**config.mk**
```make
export PLATFORM = sky130hd
export DESIGN_NAME = muxnm_rr_pipe
export DESIGN_NICKNAME = d
export VERILOG_FILES = /design/src/rtl/muxnm_rr_pipe.sv
export SDC_FILE = /design/constraint.sdc
export NUM_CORES = 1
export LEC_CHECK = 0
export ABC_AREA = 1
export CORE_MARGIN = 5
export CORE_UTILIZATION = 40
export DETAILED_ROUTE_END_ITERATION = 12
export PLACE_DENSITY = 0.81
export REMOVE_ABC_BUFFERS = 1
export SLEW_MARGIN = 20
export SYNTH_ARGS = -nofsm -noshare
export SYNTH_HDL_FRONTEND = slang
export SYNTH_SLANG_ARGS = --single-unit
```
**constraint.sdc**
```tcl
create_clock -name clk -period 2.44 [get_ports clk]
set_input_delay 0.244 -clock clk [delete_from_list [all_inputs] [get_ports clk]]
set_output_delay 0.244 -clock clk [all_outputs]
set_load 0.05 [all_outputs]
```
**src/rtl/muxnm_rr_pipe.sv**
```systemverilog
// ---------------------------------------------------------------------------
// muxnm_rr_pipe
//
// Purpose
//   Merges NUM_INPUTS producer streams onto one consumer port. A round-robin
//   arbiter picks the winning channel; the winning beat is captured in a
//   single output register. The arbiter can drain and reload that register in
//   the same cycle, so throughput is one beat per cycle. A grant is chosen
//   only from the in_valid bits of the current cycle. No request is stored.
//
// Optional feature (macro MUXNM_RR_PIPE_LOCK_EN)
//   When defined, in_last/out_last ports are present. A channel that delivers
//   a beat with in_last=0 keeps the grant until it delivers a beat with
//   in_last=1. After that beat the pointer moves past the locking channel.
//
// Parameters
//   NUM_INPUTS  number of channels (>=1, any value, not only powers of two)
//   DATA_WIDTH  bits per beat
//   SEL_WIDTH   derived, max(1, clog2(NUM_INPUTS))
//
// Ports
//   clk        rising-edge clock
//   rst        asynchronous active-high reset
//   in_valid   per-channel beat valid
//   in_data    channel j at in_data[j*DATA_WIDTH +: DATA_WIDTH]
//   in_ready   per-channel accept (one-hot or zero, combinational)
//   out_valid  output register holds a beat
//   out_data   registered beat
//   out_sel    channel index that supplied out_data
//   out_ready  consumer accept
//   in_last    (lock build only) end-of-packet marker per channel
//   out_last   (lock build only) registered in_last of the winning beat
// ---------------------------------------------------------------------------
module muxnm_rr_pipe #(
    parameter int  NUM_INPUTS = 4,
    parameter int  DATA_WIDTH = 8,
    localparam int SEL_WIDTH  = (NUM_INPUTS > 1) ? $clog2(NUM_INPUTS) : 1
) (
    input  logic                             clk,
    input  logic                             rst,
    input  logic [NUM_INPUTS-1:0]            in_valid,
    input  logic [NUM_INPUTS*DATA_WIDTH-1:0] in_data,
    output logic [NUM_INPUTS-1:0]            in_ready,
    output logic                             out_valid,
    output logic [DATA_WIDTH-1:0]            out_data,
    output logic [SEL_WIDTH-1:0]             out_sel,
    input  logic                             out_ready
`ifdef MUXNM_RR_PIPE_LOCK_EN
    ,
    input  logic [NUM_INPUTS-1:0]            in_last,
    output logic                             out_last
`endif
);

    // Returns the pointer value after channel g. Wraps from the last channel to 0.
    function automatic logic [SEL_WIDTH-1:0] next_ptr(input logic [SEL_WIDTH-1:0] g);
        logic [SEL_WIDTH-1:0] r;
        if (g == SEL_WIDTH'(NUM_INPUTS - 1)) begin
            r = '0;
        end else begin
            r = g + SEL_WIDTH'(1'b1);
        end
        return r;
    endfunction

    logic [SEL_WIDTH-1:0]  ptr_r;
    logic                  out_valid_r;
    logic [DATA_WIDTH-1:0] out_data_r;
    logic [SEL_WIDTH-1:0]  out_sel_r;

    logic [NUM_INPUTS-1:0] req_s;
    logic [SEL_WIDTH-1:0]  grant_s;
    logic [DATA_WIDTH-1:0] grant_data_s;
    logic                  space_s;
    logic                  load_s;
    logic [NUM_INPUTS-1:0] in_ready_s;

`ifdef MUXNM_RR_PIPE_LOCK_EN
    logic                  locked_r;
    logic [SEL_WIDTH-1:0]  lock_ch_r;
    logic                  out_last_r;
    logic                  grant_last_s;

    // While locked, only the locking channel can request, so the scan below
    // always lands on it.
    always_comb begin
        req_s = '0;
        if (locked_r) begin
            req_s[lock_ch_r] = in_valid[lock_ch_r];
        end else begin
            req_s = in_valid;
        end
    end

    // in_last of the winning channel.
    always_comb begin
        grant_last_s = in_last[grant_s];
    end
`else
    // Without locking, every valid channel takes part in each arbitration.
    always_comb begin
        req_s = in_valid;
    end
`endif

    // Round-robin scan: the first requesting index at or after ptr, modulo NUM_INPUTS.
    always_comb begin
        logic [SEL_WIDTH:0]   sum_v;
        logic [SEL_WIDTH-1:0] idx_v;
        logic                 found_v;
        sum_v   = '0;
        idx_v   = '0;
        found_v = 1'b0;
        grant_s = '0;
        for (int k = 0; k < NUM_INPUTS; k++) begin
            sum_v = {1'b0, ptr_r} + (SEL_WIDTH+1)'(k);
            if (sum_v >= (SEL_WIDTH+1)'(NUM_INPUTS)) begin
                sum_v = sum_v - (SEL_WIDTH+1)'(NUM_INPUTS);
            end else begin
                sum_v = sum_v;
            end
            idx_v = sum_v[SEL_WIDTH-1:0];
            if (!found_v && req_s[idx_v]) begin
                found_v = 1'b1;
                grant_s = idx_v;
            end else begin
                found_v = found_v;
            end
        end
    end

    // Data mux for the granted channel.
    always_comb begin
        grant_data_s = '0;
        for (int j = 0; j < NUM_INPUTS; j++) begin
            if (grant_s == SEL_WIDTH'(j)) begin
                grant_data_s = in_data[j*DATA_WIDTH +: DATA_WIDTH];
            end else begin
                grant_data_s = grant_data_s;
            end
        end
    end

    // A load happens when the register is empty or being drained and a
    // channel requests. While reset is high, no beat is accepted.
    always_comb begin
        space_s = !out_valid_r || out_ready;
        load_s  = !rst && space_s && (|req_s);
    end

    // Only the granted channel sees ready, and only on a load.
    always_comb begin
        in_ready_s = '0;
        for (int j = 0; j < NUM_INPUTS; j++) begin
            if (load_s && (grant_s == SEL_WIDTH'(j))) begin
                in_ready_s[j] = 1'b1;
            end else begin
                in_ready_s[j] = 1'b0;
            end
        end
    end

    // Output register, arbitration pointer and (optionally) lock state.
    always_ff @(posedge clk or posedge rst) begin
        if (rst) begin
            out_valid_r <= 1'b0;
            out_data_r  <= '0;
            out_sel_r   <= '0;
            ptr_r       <= '0;
`ifdef MUXNM_RR_PIPE_LOCK_EN
            locked_r    <= 1'b0;
            lock_ch_r   <= '0;
            out_last_r  <= 1'b0;
`endif
        end else if (load_s) begin
            out_valid_r <= 1'b1;
            out_data_r  <= grant_data_s;
            out_sel_r   <= grant_s;
`ifdef MUXNM_RR_PIPE_LOCK_EN
            out_last_r  <= grant_last_s;
            if (!grant_last_s) begin
                // Mid-packet: hold the grant and leave the pointer unchanged.
                locked_r  <= 1'b1;
                lock_ch_r <= grant_s;
            end else begin
                // grant_s equals lock_ch_r whenever a packet was in progress.
                locked_r  <= 1'b0;
                ptr_r     <= next_ptr(grant_s);
            end
`else
            ptr_r       <= next_ptr(grant_s);
`endif
        end else if (out_valid_r && out_ready) begin
            out_valid_r <= 1'b0;
        end
    end

    assign in_ready  = in_ready_s;
    assign out_valid = out_valid_r;
    assign out_data  = out_data_r;
    assign out_sel   = out_sel_r;
`ifdef MUXNM_RR_PIPE_LOCK_EN
    assign out_last  = out_last_r;
`endif

endmodule

```
==> impl_metrics.csv <==
group,metric,value,unit
outcome,status,"complete, but fails checks",
outcome,violations,"setup timing",
sta,rsz0062_at_grt,"yes",
route,vias,1426,
critical_path,crit_required,2.20,ns
global_routing,grt_pass1_wl,5840,µm
run,max_cap_violations,0,
synth,synth_top_area_cell,"dfrtp_1",
die,start_util,0.425,
route,drt_pass1_iterations,4,
die,io_pins,54,
sta,fin_skew,0.00287,ns
route,ant_nets,0,
critical_path,worstSetupEndpointType,"primary output",
cts,cts_buffer_depth,2,
die,chipHeight,61.7,µm
global_routing,grt_util_all_layers,0.212,
critical_path,crit_fanout,8,
critical_path,regToRegEndpoint,"out_data[1]",
die,fp.dieW,61.7,µm
route,drt_iter0_drc,108,
layout,fin_nets,278,
route,wirelength,4560,µm
layout,nFillCells,155,
sta,finalCriticalPeriod,2.56,ns
sta,fin_ws,-0.117,ns
cts,cts_buffers,3,
synth,yosysWarningCount,0,
sta,fin_crit_sh,1.05,
cts,htree_levels,1,
synth,synth_cell_type_count,22,
critical_path,reg2reg_from,"ptr_r[0]",
cts,cts.reportedPaths.clkPinSlew,0.09,ns
worst_hold_path,hold_path.class,"in2async",
critical_path,rrSetupSlack,-0.05,ns
synth,synth-seq-area-share,0.304,
global_routing,grt_pass1_vias,1302,
cts,clock_sinks,13,
die,die_area,0.00381,mm²
layout,final_common_cell,"clkdlybuf4s50_1",
synth,syn_area,0.00107,mm²
layout,final_cell_mix,"clkdlybuf4s50_1, nand2_1, a21oi_1",
synth,synth_seq_cells,13,
synth,syn_avg_cell_area,6.61,µm²
critical_path,path_class,"reg2out",
sta,maxClockFrequency,0.391,GHz
layout,drive_gt1_frac,0.363,
sta,maxSlewHeadroom,0.647,
cts,postCtsHoldBufs,0,
sta,drv_slew,0,
critical_path,crit_path_start,"ptr_r[0]",
layout,n_antenna_cell,0,
critical_path,arrival,2.31,ns
global_routing,antenna_found_initial,0,
global_routing,grt-ovfl-total,0,
sta,fin_tns_setup,-0.475,ns
synth,synth_top_cell_area_share,0.304,
route,route.detailed.drc,0,
route,drt-vias-per-instance,5.40,
sta,setup_viol,6,
critical_path,crit_path_start_kind,"flip-flop",
critical_path,r2r_cells,18,
synth,synth_area_leaders,"dfrtp_1, nand2_1, a21oi_1",
route,drt-wirelength-per-cell,17.3,µm
layout,area_growth,88.3,%
global_routing,grt_max_degree,17,
cts,cts_tree,"yes",
place,hpwl,2910,µm
place,post-place-cells,248,
place,portBuffers,53,
cts,cts-root-buf,"clkbuf_4",
sta,worst_slew_pin_slew,0.528,ns
layout,final_cells,264,
synth,synthCells,162,
sta,hold_viol,0,
die,core,0.00252,mm²
place,finalWeightedCongestion,0.852,
cts,clkLatencyLatePin,0.29,ns
critical_path,crit_end,"in_ready[2]",
die,rows,18,
==> worst max-delay path: stages (launching register included) <==
cell and delay (ns):
dfrtp_2 0.48, clkinv_4 0.12, buf_6 0.10, nand2_2 0.07
nand3_4 0.09, nand2_4 0.08, nor2_4 0.16, nand2_1 0.10
nand3_2 0.11, nand2_4 0.08, inv_2 0.10, ha_2 0.22
inv_4 0.06, nor2_4 0.10, buf_12 0.14
==> routing by layer <==
| metal | global-route usage | wire, µm | vias up |
|---|---|---|---|
| met5 | 0 | 0 | - |
| met2 | 0.365 | 2170 | 85 |
| met4 | 0.0879 | 248 | 0 |
| met1 | 0.262 | 1740 | 646 |
| met3 | 0.0351 | 394 | 25 |
| li1 | - | - | 670 |
==> worst min path at each step <==
stage	to	slack (ns)	depth (start not counted)	from
6_report	out_sel[0]	0.26	3	rst
5_1_grt	out_data[1]	0.30	3	rst
4_1_cts	out_data[6]	0.28	3	rst
3_5_place_dp	out_sel[1]	0.47	2	out_sel[1]
3_3_place_gp	out_sel[1]	0.47	2	out_sel[1]
2_1_floorplan	out_data[0]	0.13	1	rst
==> cells by family after synthesis <==
kind of cell / count (synthesis) / synth area share
AO/OA/AOI/OAI: 33 / 0.173
AND/OR/NAND/NOR: 89 / 0.375
buffers and inverters: 23 / 0.102
adder cells (fa/ha/maj): 4 / 0.0467
flip-flops: 13 / 0.304
==> synthesized netlist by cell type (all sizes together) <==
cell and instances:
o21ai 1, clkinv 2, buf 5, and3 1
clkbuf 2, nor2 17, a21oi 24, dfrtp 13
o211ai 8, nand3 7, nand2 61, nand4 3
inv 14, ha 4
==> metrics by stage <==
stage | util | instance area, µm² | setup slack, ns | hold slack (ns)
detailed placement | 0.678 | 1710 | -0.223 | 0.468
global route | 0.800 | 2020 | -0.209 | 0.296
finish | 0.800 | 2020 | -0.117 | 0.260
floorplan | - | 1030 | -0.280 | 0.126
global placement | 0.678 | 1710 | -0.0591 | 0.467
CTS | 0.719 | 1810 | -0.0239 | 0.282
==> area by class of cell <==
class                   count  area [µm²]  share of cell area
inverters                  16        70.1              0.0347
clock buffers               4        26.3              0.0130
repair buffers             75         751               0.372
well taps                  30        37.5              0.0186
multi-input cells         126         805               0.399
flip-flops and latches     13         328               0.163
==> sequential cells by signal (all words and copies together), names as in the netlist <==
signal     cells
out_sel        2
out_data       8
out_valid      1
ptr_r          2
==> timing repair <==
item,in CTS,in global routing
resized for setup,20,39
endpoints found under the hold margin,0,0
setup buffers,3,9
setup endpoints to repair,12,12
pin swaps,5,17
Power is left out: the tool's default activity adds up to more than one toggle a clock period on the data nets, which glitch-free logic cannot reach.
